==> src/rtl/alu_decode_stage_pkg.sv <==
// Shared RV32I decode definitions: ALU selects, operand selects, opcodes and
// the decoded-word bundle carried through the decode stage.
package alu_decode_stage_pkg;

  typedef enum logic [3:0] {
    ALU_ADD  = 4'd0,
    ALU_SUB  = 4'd1,
    ALU_SLL  = 4'd2,
    ALU_SLT  = 4'd3,
    ALU_SLTU = 4'd4,
    ALU_XOR  = 4'd5,
    ALU_SRL  = 4'd6,
    ALU_SRA  = 4'd7,
    ALU_OR   = 4'd8,
    ALU_AND  = 4'd9
  } alu_sel_e;

  typedef enum logic [1:0] {
    A_SEL_RS1  = 2'd0,
    A_SEL_PC   = 2'd1,
    A_SEL_ZERO = 2'd2
  } a_sel_e;

  typedef enum logic {
    B_SEL_RS2 = 1'b0,
    B_SEL_IMM = 1'b1
  } b_sel_e;

  localparam logic [6:0] OPC_LOAD   = 7'b0000011;
  localparam logic [6:0] OPC_OP_IMM = 7'b0010011;
  localparam logic [6:0] OPC_AUIPC  = 7'b0010111;
  localparam logic [6:0] OPC_STORE  = 7'b0100011;
  localparam logic [6:0] OPC_OP     = 7'b0110011;
  localparam logic [6:0] OPC_LUI    = 7'b0110111;
  localparam logic [6:0] OPC_BRANCH = 7'b1100011;
  localparam logic [6:0] OPC_JALR   = 7'b1100111;
  localparam logic [6:0] OPC_JAL    = 7'b1101111;

  localparam logic [6:0] FUNCT7_BASE = 7'b0000000;
  localparam logic [6:0] FUNCT7_ALT  = 7'b0100000;

  typedef struct packed {
    alu_sel_e    alu_sel;
    a_sel_e      a_sel;
    b_sel_e      b_sel;
    logic [31:0] imm;
    logic [31:0] pc;
    logic [4:0]  rs1;
    logic [4:0]  rs2;
    logic [4:0]  rd;
    logic        illegal;
  } dec_word_t;

  localparam int DEC_W = $bits(dec_word_t);

  // alt picks SUB over ADD and SRA over SRL; it is ignored for other funct3.
  function automatic alu_sel_e alu_from_funct3(input logic [2:0] funct3, input logic alt);
    alu_sel_e sel;
    case (funct3)
      3'b000:  sel = alt ? ALU_SUB : ALU_ADD;
      3'b001:  sel = ALU_SLL;
      3'b010:  sel = ALU_SLT;
      3'b011:  sel = ALU_SLTU;
      3'b100:  sel = ALU_XOR;
      3'b101:  sel = alt ? ALU_SRA : ALU_SRL;
      3'b110:  sel = ALU_OR;
      default: sel = ALU_AND;
    endcase
    return sel;
  endfunction

endpackage

==> src/rtl/alu_decode_stage_decode.sv <==
// Combinational RV32I decoder: instruction word in, ALU control word out.
// Illegal encodings keep their register indices but zero every control field.
module alu_decode
  import alu_decode_stage_pkg::*;
(
  input  logic [31:0] inst,
  input  logic [31:0] pc,
  output dec_word_t   dec
);

  logic [6:0]  opcode;
  logic [2:0]  funct3;
  logic [6:0]  funct7;
  logic [31:0] imm_i;
  logic [31:0] imm_s;
  logic [31:0] imm_b;
  logic [31:0] imm_j;
  logic [31:0] imm_u;
  logic [31:0] imm_shamt;
  logic        illegal;

  assign opcode    = inst[6:0];
  assign funct3    = inst[14:12];
  assign funct7    = inst[31:25];
  assign imm_i     = {{20{inst[31]}}, inst[31:20]};
  assign imm_s     = {{20{inst[31]}}, inst[31:25], inst[11:7]};
  assign imm_b     = {{19{inst[31]}}, inst[31], inst[7], inst[30:25], inst[11:8], 1'b0};
  assign imm_j     = {{11{inst[31]}}, inst[31], inst[19:12], inst[20], inst[30:21], 1'b0};
  assign imm_u     = {inst[31:12], 12'b0};
  assign imm_shamt = {27'b0, inst[24:20]};

  // NOTE: every signal written here gets a default first, so no path can
  // leave it unassigned and infer a latch.
  always_comb begin
    illegal     = 1'b0;
    dec         = '0;
    dec.alu_sel = ALU_ADD;
    dec.a_sel   = A_SEL_RS1;
    dec.b_sel   = B_SEL_RS2;
    dec.imm     = '0;
    dec.pc      = pc;
    dec.rs1     = inst[19:15];
    dec.rs2     = inst[24:20];
    dec.rd      = inst[11:7];

    case (opcode)
      OPC_OP: begin
        if (funct7 == FUNCT7_BASE) begin
          dec.alu_sel = alu_from_funct3(funct3, 1'b0);
        end else if (funct7 == FUNCT7_ALT && (funct3 == 3'b000 || funct3 == 3'b101)) begin
          dec.alu_sel = alu_from_funct3(funct3, 1'b1);
        end else begin
          illegal = 1'b1;
        end
      end
      OPC_OP_IMM: begin
        dec.b_sel = B_SEL_IMM;
        if (funct3 == 3'b001) begin
          dec.alu_sel = ALU_SLL;
          dec.imm     = imm_shamt;
          illegal     = (funct7 != FUNCT7_BASE);
        end else if (funct3 == 3'b101) begin
          dec.alu_sel = alu_from_funct3(funct3, inst[30]);
          dec.imm     = imm_shamt;
          illegal     = (funct7 != FUNCT7_BASE) && (funct7 != FUNCT7_ALT);
        end else begin
          dec.alu_sel = alu_from_funct3(funct3, 1'b0);
          dec.imm     = imm_i;
        end
      end
      OPC_LOAD, OPC_JALR: begin
        dec.b_sel = B_SEL_IMM;
        dec.imm   = imm_i;
      end
      OPC_STORE: begin
        dec.b_sel = B_SEL_IMM;
        dec.imm   = imm_s;
      end
      OPC_BRANCH: begin
        dec.a_sel = A_SEL_PC;
        dec.b_sel = B_SEL_IMM;
        dec.imm   = imm_b;
      end
      OPC_JAL: begin
        dec.a_sel = A_SEL_PC;
        dec.b_sel = B_SEL_IMM;
        dec.imm   = imm_j;
      end
      OPC_LUI: begin
        dec.a_sel = A_SEL_ZERO;
        dec.b_sel = B_SEL_IMM;
        dec.imm   = imm_u;
      end
      OPC_AUIPC: begin
        dec.a_sel = A_SEL_PC;
        dec.b_sel = B_SEL_IMM;
        dec.imm   = imm_u;
      end
      default: illegal = 1'b1;
    endcase

    if (illegal) begin
      dec.alu_sel = ALU_ADD;
      dec.a_sel   = A_SEL_RS1;
      dec.b_sel   = B_SEL_RS2;
      dec.imm     = '0;
    end
    dec.illegal = illegal;
  end

endmodule

==> src/rtl/alu_decode_stage.sv <==
// Registered decode stage with a two-entry skid buffer between fetch and
// execute; in_ready and out_valid both come straight from flops.
module alu_decode_stage
  import alu_decode_stage_pkg::*;
(
  input  logic        clk,
  input  logic        rst_n,
  input  logic        in_valid,
  output logic        in_ready,
  input  logic [31:0] in_inst,
  input  logic [31:0] in_pc,
  output logic        out_valid,
  input  logic        out_ready,
  output logic [3:0]  out_alu_sel,
  output logic [1:0]  out_a_sel,
  output logic        out_b_sel,
  output logic [31:0] out_imm,
  output logic [31:0] out_pc,
  output logic [4:0]  out_rs1,
  output logic [4:0]  out_rs2,
  output logic [4:0]  out_rd,
  output logic        out_illegal
);

  typedef enum logic [1:0] {
    ST_EMPTY = 2'd0,
    ST_MAIN  = 2'd1,
    ST_FULL  = 2'd2
  } buf_state_e;

  dec_word_t  dec;
  dec_word_t  main_q, main_d;
  dec_word_t  skid_q, skid_d;
  buf_state_e state_q, state_d;
  logic       in_ready_q, in_ready_d;
  logic       out_valid_q, out_valid_d;
  logic       accept;
  logic       consume;

  alu_decode u_decode (
    .inst (in_inst),
    .pc   (in_pc),
    .dec  (dec)
  );

  assign accept  = in_valid && in_ready_q;
  assign consume = out_valid_q && out_ready;

  always_comb begin
    state_d = state_q;
    main_d  = main_q;
    skid_d  = skid_q;

    case (state_q)
      ST_EMPTY: begin
        if (accept) begin
          main_d  = dec;
          state_d = ST_MAIN;
        end
      end
      ST_MAIN: begin
        if (accept && consume) begin
          main_d = dec;
        end else if (accept) begin
          skid_d  = dec;
          state_d = ST_FULL;
        end else if (consume) begin
          state_d = ST_EMPTY;
        end
      end
      ST_FULL: begin
        // in_ready is low here, so the only event is the skid word moving up.
        if (consume) begin
          main_d  = skid_q;
          state_d = ST_MAIN;
        end
      end
      default: state_d = ST_EMPTY;
    endcase

    in_ready_d  = (state_d != ST_FULL);
    out_valid_d = (state_d != ST_EMPTY);
  end

  // NOTE: the data registers are reset too, because out_* must read zero
  // during reset rather than whatever was buffered before.
  always_ff @(posedge clk or negedge rst_n) begin
    if (!rst_n) begin
      state_q     <= ST_EMPTY;
      main_q      <= '0;
      skid_q      <= '0;
      in_ready_q  <= 1'b1;
      out_valid_q <= 1'b0;
    end else begin
      // NOTE: non-blocking assignments so every flop samples pre-edge values.
      state_q     <= state_d;
      main_q      <= main_d;
      skid_q      <= skid_d;
      in_ready_q  <= in_ready_d;
      out_valid_q <= out_valid_d;
    end
  end

  assign in_ready    = in_ready_q;
  assign out_valid   = out_valid_q;
  assign out_alu_sel = main_q.alu_sel;
  assign out_a_sel   = main_q.a_sel;
  assign out_b_sel   = main_q.b_sel;
  assign out_imm     = main_q.imm;
  assign out_pc      = main_q.pc;
  assign out_rs1     = main_q.rs1;
  assign out_rs2     = main_q.rs2;
  assign out_rd      = main_q.rd;
  assign out_illegal = main_q.illegal;

endmodule

==> config.mk <==
export PLATFORM = sky130hd
export DESIGN_NAME = alu_decode_stage
export DESIGN_NICKNAME = d
export VERILOG_FILES = /design/src/rtl/alu_decode_stage_pkg.sv /design/src/rtl/alu_decode_stage_decode.sv /design/src/rtl/alu_decode_stage.sv
export SDC_FILE = /design/constraint.sdc
export NUM_CORES = 1
export LEC_CHECK = 0
export BUFFER_PORTS_ARGS = -buffer_cell sky130_fd_sc_hd__buf_2
export CAP_MARGIN = 15
export CORE_UTILIZATION = 50
export CTS_CLUSTER_DIAMETER = 200
export DETAILED_ROUTE_END_ITERATION = 7
export PLACE_DENSITY = 0.76
export SYNTH_ARGS = -nofsm -noshare
export SYNTH_HDL_FRONTEND = slang
export SYNTH_SLANG_ARGS = --single-unit
==> constraint.sdc <==
create_clock -name clk -period 1.7 [get_ports clk]
set_input_delay 0.51 -clock clk [delete_from_list [all_inputs] [get_ports clk]]
set_output_delay 0.51 -clock clk [all_outputs]
set_load 0.05 [all_outputs]
* Yosys cells after proc, flatten, opt, wreduce, memory -nomap -nowiden *
Cells that the tools add are included.
Widths: inputs -> output; s select.

operators by class
  add/sub/neg operators = 0
  $mul = 0
  div/mod/pow operators = 0
  magnitude comparators = 0
  eq/ne operators = 23
  shifts and indexed selects = 0
  muxes and demuxes = 29
  bitwise operators = 1
  reductions and logical operators = 18

operator list
  cell                number
  $mux 87             3
  $pmux 87 s3         1
  $pmux 33 s6         1
  $mux 32             2
  $pmux 4 s7          2
  $mux 39             1
  $eq 7x6->1 const B  4
  $eq 7x7->1 const B  3
  $pmux 4 s5          1
  $mux 4              4
  $eq 7x5->1 const B  2
  $mux 2              5
  $eq 3x3->1 const B  3
  $ne 2x2->1 const B  4
  $pmux 4 s2          1
  $eq 7x2->1 const B  1
  $logic_not 7->1     1
  $ne 7x6->1 const B  1
  $reduce_bool 7->1   1
  $reduce_or 7->1     1
  $eq 3x2->1 const B  2
  $pmux 2 s3          1
  $logic_and 1x1->1   5
  $mux 1              5
  15 further kinds    16

storage, ports and cells
  flip-flop bits (word level) = 178
  bits in latches = 0
  bits in writable memories = 0
  memory bits (read-only) = 0
  bits of input ports = 68
  logic and storage cells = 92
  memories = 0

* Longest topological paths before layout *
Gate-level depths: netlist of the first run.

  depth after elaboration = 9
  gate-level depth with buffers = 8

* Modules after synthesis *
From an unflattened synthesis of the first run, not the netlist that was laid out.

second synthesis, totals
  cells, all modules = 655
  area, all modules = 8958.6 µm²

by module, submodules not included
  module            times used  cells each  area each (µm²)
  alu_decode_stage  1           484         7811.2
  alu_decode        1           171         1147.4

* Worst setup path before layout of the first run *
OpenSTA, ideal clock, no wires.

  path type = register to register
  start point = register in_ready_q (netlist: in_ready)
  end point = register main_q (netlist bit out_pc[11])
  library setup time = 141 ps
  arrival time = 1851 ps
  data required time = 1559 ps
  slack = -292 ps
  cell stages (with the launch flop) = 7
  path buffers = 2
  clock period less this slack = 1992 ps
  path through = dfstp_2 > nand3b_1 > a21o_1 > o21ai_2 > buf_2 > clkbuf_1 > a31oi_1

between the ends
  longest elaborated chain between the ends = 4
  elaborated cells on any way between the ends = 5
  those cells by class = 2 x eq/ne; 3 x reduce/logical

RTL lines
  what                            RTL line                source
  start, declared                 alu_decode_stage.sv:35  logic in_ready_q, in_ready_d;
  start signal, assigned          alu_decode_stage.sv:99  in_ready_q <= in_ready_d;
  $logic_and 1x1->1 (*)           alu_decode_stage.sv:46  assign accept = in_valid && in_ready_q;
  $logic_and 1x1->1               alu_decode_stage.sv:62  if (accept && consume) begin
  $ne 2x2->1 (no line)            n/a
  $reduce_and 4->1 (no line) (*)  n/a
  end signal, assigned            alu_decode_stage.sv:97  main_q <= main_d;
  end, declared                   alu_decode_stage.sv:32  dec_word_t main_q, main_d;

Every way passes the cells marked *; elsewhere a longest branch is shown, timed or not.
A chain may end at the register's enable or synchronous reset.

* Final worst setup path of the first run *
  start point = register in_ready_q (netlist: in_ready)
  end point = register main_q (netlist bit out_alu_sel[3])

Same word-level chain as after synthesis.

==> key figures, run 1 <==
Worst setup path
  – Arr. time, crit path: 2.10 ns
  – CP required: 2.02 ns
  – Slowest CP cell: dfstp_2
  – CP most frequent cell: buf_4
  – Crit-path cells: nand3b_1 -> a21o_1 -> buf_4 -> o21a_4 -> clkbuf_16 -> buf_4 -> nand2_1 -> o21ai_1
  – CP max FO: 7
  – Worst Setup End Kind: flip-flop
  – Critical Path Start Type: flip-flop
  – Max incr delay on CP: between 0.5 and 0.6 ns
  – Crit Path Category: flip-flop to flip-flop

Routing
  – Routed wire length: 23600 µm
  – Antenna-violating nets left: 0
  – Initial DRC Count: 536
  – First-pass iteration count of the detailed router: 5
  – Wire per inst: between 15 and 20 µm
  – Drt drc: 0
  – Via density: between 5 and 6
  – Vias after detailed routing: around 7600

Clocking
  – Clk buf depth: 2
  – Clock-pin slew on the worst setup and hold paths: ~0.07 ns
  – TritonCTS clock tree: yes
  – Insertion delay to the later sink of the worst-skew pair: around 0.43 ns
  – Clk Tree Root Cell: clkbuf_16
  – CTS Sinks: approximately 180
  – H-tree Lvls: 4
  – CTS buffer count: 17

Timing
  – Worst slew pin tran: around 0.44 ns
  – Tmin final: between 1.5 and 2 ns
  – Final period util: 1.05
  – Final Hold Viols: 0
  – RSZ-0062 raised after global routing: yes
  – Setup-failing EPs final: 55
  – Max-slew violation count: 0
  – Final setup margin: -0.0826 ns
  – FMAX: 561 MHz
  – Clk_skew: 0.0107 ns
  – Hold_ws: 0.286 ns
  – Rel. slew slack: 0.705
  – Setup TNS: -1.64 ns

Synth
  – Mux cell area share after synthesis: 0.0164
  – Synth Area per Inst: between 8 and 9 µm²
  – Yosys warnings: 0
  – Ys flop type: dfrtp_1
  – EDFF count, synth: 0
  – Synth Area in Adders: 0
  – Simple-gate share of the synthesized area: 0.256
  – Post-synth net total: about 990
  – Largest family of logic cells by synthesized area: simple AND/OR/NAND/NOR gates
  – Count of cell types in the netlist: between 50 and 60
  – Sequential area share after synthesis: 0.551
  – Cell Area, Synth: approximately 8100 µm²
  – Cells after Synth: between 900 and 1000
  – Compound-cell area share of the yosys netlist: 0.138
  – FF+latch count, synth: 178
  – Async SR Flop Fraction: 1.00
  – Post-Synth XOR/XNOR Area: 0.00217

Placed design
  – Pre-CTS setup slack: -0.445 ns
  – GPL Wtd Cong: roughly 0.9
  – Inst Count DP: 1322
  – DP Wirelength: about 14000 µm
  – Count of buffers from port buffering: about 160

Global routing
  – First-pass GRT wire length: approximately 34000 µm
  – Number of global-route vias before repair: about 6600
  – Initial antenna violation count: 0
  – Gr ovfl total: 0
  – Largest net degree at the start of global routing: 76
  – All-Layer GR Usage: 0.263

Min path
  – Worst Hold Class: input port to flip-flop

Die
  – DIE AREA: 16700 µm²
  – Core area: between 15000 and 20000 µm²
  – Initial cell density of the core: 0.511
  – Row count: 46
  – Die Wd: between 100 and 150 µm
  – Chip height: around 130 µm
  – IO Pins: 157

Finish
  – Most common cell after layout, fill and taps aside: nand2_1
  – Share of layout cells above drive strength 1: 0.317
  – Syn-to-layout area delta: 36.9%
  – Cell Count, Final, Fillers Out: between 1000 and 1500
  – Leading cell types in the layout, fill and taps excluded: 301 x nand2_1, 177 x dfrtp_1, 153 x buf_2
  – Final nets: around 1200
  – ANT cells: 0

Power and ir drop
  – Worst IR Drop VDD: 0.00136 V
  – Pleak: roughly 5.2 nW
  – Power Total: 22.6 mW
  – Power Dens Cells: roughly 2000 nW/µm²

Run status
  – Status: finished, violations left
  – Violated checks: setup timing

Run
  – Max cap viols: 0
worst max-delay path, delay by kind of cell, from the launching register on:
family | cells | cell delay (ns)
compound gates | 3 | 0.46
flops | 1 | 0.54
simple gates | 2 | 0.20
buf+inv | 3 | 0.47
timing repair:
| action | in CTS | in global routing |
|---|---|---|
| pin swaps | 4 | 9 |
| setup buffers | 6 | 7 |
| resized for setup | 24 | 77 |
| hold buffers | 1 | 0 |
| endpoints found under the hold margin | 11 | 0 |
| endpoints found under the setup margin | 77 | 115 |
| cloned | 2 | 11 |
layout make-up:
class	instances	area, µm²
Clock buffer	21	450
Tap cell	216	270
Multi-Input combinational cell	677	3650
Timing Repair Buffer	273	2130
Sequential cell	178	4460
Fill cell	1199	4750
Clock inverter	9	108
Inverter	3	11.3
stage by stage:
| stage | cell area (µm²) | utilization |
|---|---|---|
| floorplan | 8210 | - |
| global placement | 9800 | 0.619 |
| detailed placement | 9800 | 0.619 |
| CTS | 10500 | 0.666 |
| global route | 11100 | 0.700 |
| finish | 11100 | 0.700 |
where the power goes:
group | total (mW) | internal, mW | switching [mW]
Clock | 3.80 | 2.19 | 1.61
Combinational | 11.8 | 4.00 | 7.75
Sequential | 7.06 | 6.05 | 1.01
final timing paths:
kind / start / end / slack [ns] / cells past startpoint
max reg2reg: in_ready / out_alu_sel[3] / -0.08 / 8
min in group asynchronous: rst_n / skid_q[40] / 0.49 / 2
min: in_pc[9] / skid_q[25] / 0.29 / 3
min reg2reg: skid_q[49] / skid_q[49] / 0.47 / 2
max: in_ready / out_alu_sel[3] / -0.08 / 8
max in group asynchronous: rst_n / in_ready / 0.65 / 3
layer usage:
layer | wire (µm) | vias up | GRT usage
li1 | - | 3569 | -
met1 | 10200 | 3682 | 0.357
met2 | 11500 | 282 | 0.424
met3 | 1560 | 30 | 0.0442
met4 | 393 | 0 | 0.0983
met5 | 0 | - | 0
synthesized netlist by cell type (all sizes together), types with 4 or more instances:
cell | number | area share
dfrtp | 177 | 0.55
clkbuf | 49 | 0.023
nand2 | 305 | 0.14
buf | 19 | 0.012
a211oi | 20 | 0.019
nand3 | 16 | 0.011
a21oi | 12 | 0.0079
o21ai | 30 | 0.019
a22oi | 4 | 0.0037
o31ai | 12 | 0.011
and2 | 15 | 0.012
a21o | 5 | 0.0046
nor3 | 21 | 0.014
a31oi | 69 | 0.053
mux2i | 11 | 0.014
nor2 | 102 | 0.047
nor2b | 7 | 0.0054
nand2b | 7 | 0.0054
cell families after synthesis:
family | count (synthesis)
DFF | 178
and+or+nand+nor | 493
xor gates and xnor gates | 2
muxes | 13
buffers and inverters | 71
AOI/OAI and AO/OA | 169
flip-flops by register name, summed over array words and instances (netlist names), 2 cells and up:
register,cells
skid_q,87
out_pc,32
out_imm,32
state_q,2
out_rs2,5
out_a_sel,2
out_rs1,5
out_alu_sel,4
out_rd,5
No activity file was read; power rests on OpenSTA's default activity.
==> run 2: changes to the inputs <==
--- a/config.mk
+++ b/config.mk
@@ -11,6 +11,7 @@
 export CTS_CLUSTER_DIAMETER = 200
 export DETAILED_ROUTE_END_ITERATION = 7
 export PLACE_DENSITY = 0.76
+export SKIP_CTS_REPAIR_TIMING = 1
 export SYNTH_ARGS = -nofsm -noshare
 export SYNTH_HDL_FRONTEND = slang
 export SYNTH_SLANG_ARGS = --single-unit
==> run 2 against run 1 <==
Compared with the run above:
- the run still ends with setup timing left
- via count increased by 3.4%
- maximum frequency down 2.9%
- register-to-register slack worse by 0.04 ns
- non-clock buffer count rose by 6
- worst setup slack lost 0.053 ns
- hold slack better by 0.0025 ns
- combinational power up 7%
- largest cell class unchanged
- sequential power up 0.7%
- clock power about the same
- global-route usage is 0.76 points lower
- clock skew up 0.00056 ns
- sequential cell count unchanged
==> key figures, run 2 (same netlist as run 1, synthesis figures left out) <==
Global routing
  – All-Layer GR Usage: 0.255 (was 0.263)
  – Largest net degree at the start of global routing: 76 (unchanged)
  – First-pass GRT wire length: 33100 µm (was 33800 µm)
  – Number of global-route vias before repair: 6536 (was 6619)
  – Gr ovfl total: 0 (unchanged)
  – Initial antenna violation count: 0 (unchanged)

Timing
  – RSZ-0062 raised after global routing: yes (unchanged)
  – Final setup margin: -0.136 ns (was -0.0826 ns)
  – Setup-failing EPs final: 61 (was 55)
  – Worst slew pin tran: 0.446 ns (was 0.440 ns)
  – Clk_skew: 0.0113 ns (was 0.0107 ns)
  – FMAX: 545 MHz (was 561 MHz)
  – Tmin final: 1.84 ns (was 1.78 ns)
  – Setup TNS: -3.00 ns (was -1.64 ns)
  – Final period util: 1.08 (was 1.05)
  – Max-slew violation count: 0 (unchanged)
  – Final Hold Viols: 0 (unchanged)
  – Rel. slew slack: 0.700 (was 0.705)

Min path
  – Hold Path End: skid_q[25] (unchanged)
  – Worst Hold Class: input port to flip-flop (unchanged)
  – Hold Path Stages: 3 (unchanged)
  – HP Start: in_pc[9] (unchanged)

Worst setup path
  – Critical Path Start Type: input port (was flip-flop)
  – Reg2reg path depth: 8 (unchanged)
  – Arr. time, crit path: 2.16 ns (was 2.10 ns)
  – Reg2reg start: in_ready (unchanged)
  – Worst R2R End: out_rd[1] (was out_alu_sel[3])
  – Worst Setup End Kind: flip-flop (unchanged)
  – CP max FO: 3 (was 7)
  – CP required: 2.02 ns (about the same)
  – Crit Path Category: input port to flip-flop (was flip-flop to flip-flop)
  – R2R setup slack: -0.12 ns (was -0.08 ns)

Die
  – DIE AREA: 16700 µm² (unchanged)
  – IO Pins: 157 (unchanged)
  – Die Wd: 129 µm (unchanged)
  – Core area: 15800 µm² (unchanged)
  – Initial cell density of the core: 0.511 (unchanged)
  – Chip height: 129 µm (unchanged)
  – Row count: 46 (unchanged)

Placed design
  – Pre-CTS setup slack: -0.445 ns (unchanged)
  – Count of buffers from port buffering: 156 (unchanged)
  – Inst Count DP: 1322 (unchanged)
  – DP Wirelength: 14300 µm (unchanged)
  – GPL Wtd Cong: 0.896 (unchanged)

Run
  – Max cap viols: 0 (unchanged)

Power and ir drop
  – Power Dens Cells: 2060 nW/µm² (was 2040 nW/µm²)
  – Pleak: 5.35 nW (was 5.25 nW)
  – Worst IR Drop VDD: 0.00134 V (was 0.00136 V)

Finish
  – Leading cell types in the layout, fill and taps excluded: 303 x nand2_1, 177 x dfrtp_1, 153 x buf_2 (was 301 x nand2_1, 177 x dfrtp_1, 153 x buf_2)
  – Fillers: 1120 (was 1199)
  – Most common cell after layout, fill and taps aside: nand2_1 (unchanged)
  – Share of layout cells above drive strength 1: 0.338 (was 0.317)
  – Top reg by flops: skid_q (unchanged)
  – Register area: 4460 µm² (unchanged)
  – Number of flip-flops under the largest register name: 87 (unchanged)
  – Cell Count, Final, Fillers Out: 1383 (was 1377)
  – Syn-to-layout area delta: 41.0% (was 36.9%)
  – ANT cells: 0 (unchanged)
  – Final nets: 1224 (was 1218)
  – Multi-input gate area: 3760 µm² (was 3650 µm²)

Routing
  – First-pass iteration count of the detailed router: 5 (unchanged)
  – Antenna-violating nets left: 0 (unchanged)
  – Routed wire length: 24800 µm (was 23600 µm)
  – Via density: 5.66 (was 5.49)
  – Initial DRC Count: 565 (was 536)
  – Wire per inst: 18.0 µm (was 17.1 µm)
  – Max layer used: met4 (unchanged)
  – WL met2: 12200 µm (was 11500 µm)
  – Vias after detailed routing: 7823 (was 7563)
  – Met3 WL: 1820 µm (was 1560 µm)
  – Wire length on met1: 10300 µm (was 10200 µm)
  – Drt drc: 0 (unchanged)

Clocking
  – TritonCTS clock tree: yes (unchanged)
  – Clk buf depth: 2 (unchanged)
  – H-tree Lvls: 4 (unchanged)
  – CTS Sinks: 178 (unchanged)
  – Clock-pin slew on the worst setup and hold paths: 0.06 ns (was 0.07 ns)
  – Insertion delay to the later sink of the worst-skew pair: 0.43 ns (about the same)
  – Clk Tree Root Cell: clkbuf_16 (unchanged)
  – CTS buffer count: 17 (unchanged)

Run status
  – Violated checks: setup timing (unchanged)
  – Status: finished, violations left (unchanged)
## run 2: changes by cell type in the layout (fill, tap and decap cells not counted), sizes merged
cell    delta
buf        -3
clkbuf     +9
## run 2: worst max-delay path by stage
stage                startpoint          end  slack [ns]  cells past startpoint
finish              in_inst[26]   skid_q[85]       -0.14                      7
CTS                    in_ready     in_ready       -0.14                      2
global route           in_ready    out_rd[1]       -0.19                      8
floorplan            in_inst[2]  out_imm[20]       -0.17                      7
global placement    in_inst[26]   out_imm[1]       -0.40                      7
detailed placement  in_inst[26]   out_imm[4]       -0.44                      7
## run 2: area by class of cell
class,instances,area share
repair buffers,279,0.206
well taps,216,0.0237
clock inverters,9,0.00943
multi-input cells,677,0.330
flip-flops and latches,178,0.391
inverters,3,0.000987
clock buffers,21,0.0395
## run 2: metrics by stage
| stage | hold slack, ns | util | total power [mW] | instance area (µm²) |
|---|---|---|---|---|
| after floorplan | 0.214 | - | 14.2 | 8210 |
| after global placement | 0.355 | 0.619 | 16.9 | 9800 |
| after detailed placement | 0.353 | 0.619 | 17.1 | 9800 |
| after CTS | -0.0965 | 0.654 | 20.9 | 10400 |
| after global routing | 0.284 | 0.721 | 24.6 | 11400 |
| final | 0.289 | 0.721 | 23.5 | 11400 |
## run 2: routing by layer
metal  up-vias  global-route usage
li1       3593                   -
met1      3841               0.347
met2       345               0.411
met3        44              0.0467
met4         0              0.0920
met5         -                   0
## run 2: worst max-delay path, cell delays in order
cell and delay [ns]:
buf_6 0.10, buf_6 0.11, or4_4 0.54, buf_6 0.15, o32ai_4 0.35, nand2_1 0.15, o31ai_1 0.25
## run 2: power by group
part / total [mW] / switching [mW] / internal [mW]
Combinational: 12.6 / 8.03 / 4.52
Sequential: 7.11 / 1.05 / 6.06
Clock: 3.80 / 1.62 / 2.19
Total: 23.5 / 10.7 / 12.8
==> run 3: changes to the inputs <==
--- a/config.mk
+++ b/config.mk
@@ -5,11 +5,13 @@
 export SDC_FILE = /design/constraint.sdc
 export NUM_CORES = 1
 export LEC_CHECK = 0
+export ABC_AREA = 1
 export BUFFER_PORTS_ARGS = -buffer_cell sky130_fd_sc_hd__buf_2
 export CAP_MARGIN = 15
 export CORE_UTILIZATION = 50
 export CTS_CLUSTER_DIAMETER = 200
 export DETAILED_ROUTE_END_ITERATION = 7
+export MAX_ROUTING_LAYER = met4
 export PLACE_DENSITY = 0.76
 export SKIP_CTS_REPAIR_TIMING = 1
 export SYNTH_ARGS = -nofsm -noshare
==> run 3 against run 2 <==
Compared with the run above:
- the run ends with hold timing, setup timing left
- utilization decreased by 5.1 points
- wire length shrank 4.0%
- cell count is 6.8% higher
- design area is 5.8% lower
- area after synthesis up 2.9%
- sequential cell count is the same
- die area rose by 2.9%
- critical path type is now flip-flop to flip-flop
- highest routed layer unchanged
==> key figures, run 3 <==
Worst setup path
  – Max incr delay on CP: 0.53 ns (was 0.54 ns)
  – CP required: 1.99 ns (was 2.02 ns)
  – Slowest CP cell: dfstp_2 (was or4_4)
  – Crit Path Category: flip-flop to flip-flop (was input port to flip-flop)
  – Critical Path Start Type: flip-flop (was input port)
  – R2R setup slack: -0.17 ns (was -0.12 ns)
  – Crit-path cells: nand2_1 -> nor2_1 -> nor2_1 -> inv_1 -> nand2_4 -> clkinv_8 -> buf_6 -> o21ai_0 -> o21ai_0 (was buf_6 -> buf_6 -> or4_4 -> buf_6 -> o32ai_4 -> nand2_1 -> o31ai_1)
  – Arr. time, crit path: 2.16 ns (about the same)
  – CP max FO: 14 (was 3)
  – Worst Setup End Kind: flip-flop (unchanged)

Routing
  – Routed wire length: 23800 µm (was 24800 µm)
  – First-pass iteration count of the detailed router: 6 (was 5)
  – Antenna-violating nets left: 0 (unchanged)
  – Wire per inst: 16.1 µm (was 18.0 µm)
  – Vias after detailed routing: 7872 (was 7823)
  – Initial DRC Count: 748 (was 565)
  – Drt drc: 0 (unchanged)
  – Via density: 5.33 (was 5.66)

Global routing
  – All-Layer GR Usage: 0.276 (was 0.255)
  – Largest net degree at the start of global routing: 56 (was 76)
  – Initial antenna violation count: 1 (was 0)
  – Number of global-route vias before repair: 7046 (was 6536)
  – Gr ovfl total: 0 (unchanged)
  – First-pass GRT wire length: 35100 µm (was 33100 µm)

Timing
  – RSZ-0062 raised after global routing: yes (unchanged)
  – Rel. slew slack: 0.715 (was 0.700)
  – Final period util: 1.10 (was 1.08)
  – FMAX: 535 MHz (was 545 MHz)
  – Hold_ws: -0.0190 ns (was 0.289 ns)
  – Tmin final: 1.87 ns (was 1.84 ns)
  – Final Hold Viols: 13 (was 0)
  – Setup-failing EPs final: 1 (was 61)
  – Clk_skew: 0.0134 ns (was 0.0113 ns)
  – Max-slew violation count: 0 (unchanged)
  – Worst slew pin tran: 0.428 ns (was 0.446 ns)
  – Final setup margin: -0.168 ns (was -0.136 ns)

Synth
  – Count of cell types in the netlist: 30 (was 56)
  – Commonest cells post-synth: 375 x nand2_1, 177 x dfrtp_1, 151 x nor2_1 (was 305 x nand2_1, 177 x dfrtp_1, 102 x nor2_1)
  – Sequential area share after synthesis: 0.535 (was 0.551)
  – Async SR Flop Fraction: 1.00 (unchanged)
  – Cells after Synth: 1055 (was 926)
  – Ys flop type: dfrtp_1 (unchanged)
  – Post-synth net total: 1123 (was 994)
  – Leading area contributor after synthesis: dfrtp_1 (unchanged)
  – Most numerous cell in the Yosys netlist: nand2_1 (unchanged)
  – Top-area cell type share of the netlist area: 0.532 (was 0.548)
  – EDFF count, synth: 0 (unchanged)
  – Yosys warnings: 0 (unchanged)
  – FF+latch count, synth: 178 (unchanged)
  – Synth Area per Inst: 7.89 µm² (was 8.73 µm²)
  – Cell Area, Synth: 8320 µm² (was 8090 µm²)
  – Synth area leaders: dfrtp_1 53%, nand2_1 17%, nor2_1 6.8%, a31oi_1 5.0%, o21ai_0 3.5% (was dfrtp_1 55%, nand2_1 14%, a31oi_1 5.3%, nor2_1 4.7%, clkbuf_1 2.3%)

Die
  – Chip height: 131 µm (was 129 µm)
  – Core area: 16100 µm² (was 15800 µm²)
  – Initial cell density of the core: 0.518 (was 0.511)
  – Die Wd: 131 µm (was 129 µm)
  – DIE AREA: 17200 µm² (was 16700 µm²)
  – IO Pins: 157 (unchanged)
  – Row count: 46 (unchanged)

Clocking
  – TritonCTS clock tree: yes (unchanged)
  – CTS Sinks: 178 (unchanged)
  – Clk buf depth: 2 (unchanged)
  – CTS buffer count: 17 (unchanged)
  – Clk Tree Root Cell: clkbuf_16 (unchanged)
  – Clock-pin slew on the worst setup and hold paths: 0.07 ns (was 0.06 ns)
  – Insertion delay to the later sink of the worst-skew pair: 0.44 ns (was 0.43 ns)
  – H-tree Lvls: 4 (unchanged)

Run status
  – Violated checks: hold timing, setup timing (was setup timing)
  – Status: finished, violations left (unchanged)

Finish
  – Multi-input gate area: 3420 µm² (was 3760 µm²)
  – Share of layout cells above drive strength 1: 0.247 (was 0.338)
  – Post-route cell area: 10700 µm² (was 11400 µm²)
  – Register area: 4460 µm² (unchanged)
  – Most common cell after layout, fill and taps aside: nand2_1 (unchanged)
  – Syn-to-layout area delta: 29.1% (was 41.0%)
  – Leading cell types in the layout, fill and taps excluded: 374 x nand2_1, 177 x dfrtp_1, 154 x buf_2 (was 303 x nand2_1, 177 x dfrtp_1, 153 x buf_2)
  – Fillers: 1302 (was 1120)
  – Final nets: 1315 (was 1224)
  – Top reg by flops: skid_q (unchanged)
  – Number of flip-flops under the largest register name: 87 (unchanged)

Min path
  – Worst Hold Class: input port to asynchronous set/reset pin (was input port to flip-flop)

Placed design
  – Count of buffers from port buffering: 156 (unchanged)
  – DP Wirelength: 14800 µm (was 14300 µm)
  – Pre-CTS setup slack: -0.444 ns (was -0.445 ns)
  – GPL Wtd Cong: 0.897 (was 0.896)
  – Placed standard-cell area: 9810 µm² (was 9800 µm²)

Power and ir drop
  – Pleak: 5.57 nW (was 5.35 nW)
  – Worst IR Drop VDD: 0.00108 V (was 0.00134 V)
  – Power Dens Cells: 2140 nW/µm² (was 2060 nW/µm²)

Run
  – Max cap viols: 0 (unchanged)
==> run 3: final cells by class <==
cell class,count,area share
sequential,178,0.415
multi-input combinational,771,0.318
timing repair buffer,237,0.165
clock buffer,18,0.0409
tap,216,0.0251
clock inverter,14,0.0199
inverter,42,0.0163
antenna,1,0.000233
==> run 3: logic make-up after synthesis <==
kind of cell / after synthesis / synth area share
AND/OR/NAND/NOR: 595 / 0.286
buffers and inverters: 106 / 0.0577
flip-flops: 178 / 0.535
AO/OA/AOI/OAI: 176 / 0.121
==> run 3: power breakdown <==
group | internal [mW] | switching, mW | total, mW
registers | 6.12 | 1.02 | 7.14
logic | 3.51 | 7.94 | 11.5
clock network | 2.55 | 1.81 | 4.36
==> run 3: metal layers <==
metal / track usage / vias to the layer above / wire length (µm)
li1: - / 3791 / -
met5: - / - / 0
met3: 0.0501 / 33 / 1550
met1: 0.373 / 3722 / 10500
met2: 0.422 / 326 / 11300
met4: 0.0899 / 0 / 437
==> run 3: critical path, delay by kind of cell (launching register included) <==
kind,cells,cell delay (ns)
flip-flops,1,0.53
AO/OA/AOI/OAI,2,0.45
AND/OR/NAND/NOR,4,0.38
buffers and inverters,3,0.38
==> run 3: worst paths after layout <==
| check | to | from | depth (start not counted) |
|---|---|---|---|
| max in group asynchronous | in_ready | rst_n | 2 |
| worst min register to register | out_imm[8] | out_imm[8] | 2 |
| min in group clk | skid_q[33] | in_pc[17] | 3 |
| worst min-delay path | skid_q[53] | rst_n | 1 |
| worst max-delay path | out_alu_sel[3] | in_ready | 9 |
| worst max register to register | out_alu_sel[3] | in_ready | 9 |
==> run 3: through the flow <==
| stage | power (mW) | hold WS [ns] | util | setup TNS (ns) | cells |
|---|---|---|---|---|---|
| after floorplan | 14.6 | 0.214 | - | 0 | 1055 |
| after global placement | 17.3 | 0.459 | 0.611 | -16.64 | 1433 |
| after detailed placement | 17.6 | 0.459 | 0.611 | -18.66 | 1433 |
| after CTS | 21.9 | -0.00271 | 0.652 | -0.0669 | 1465 |
| after global routing | 24.3 | 0.00607 | 0.669 | -0.697 | 1477 |
| final | 23.0 | -0.0190 | 0.669 | -0.168 | 1477 |
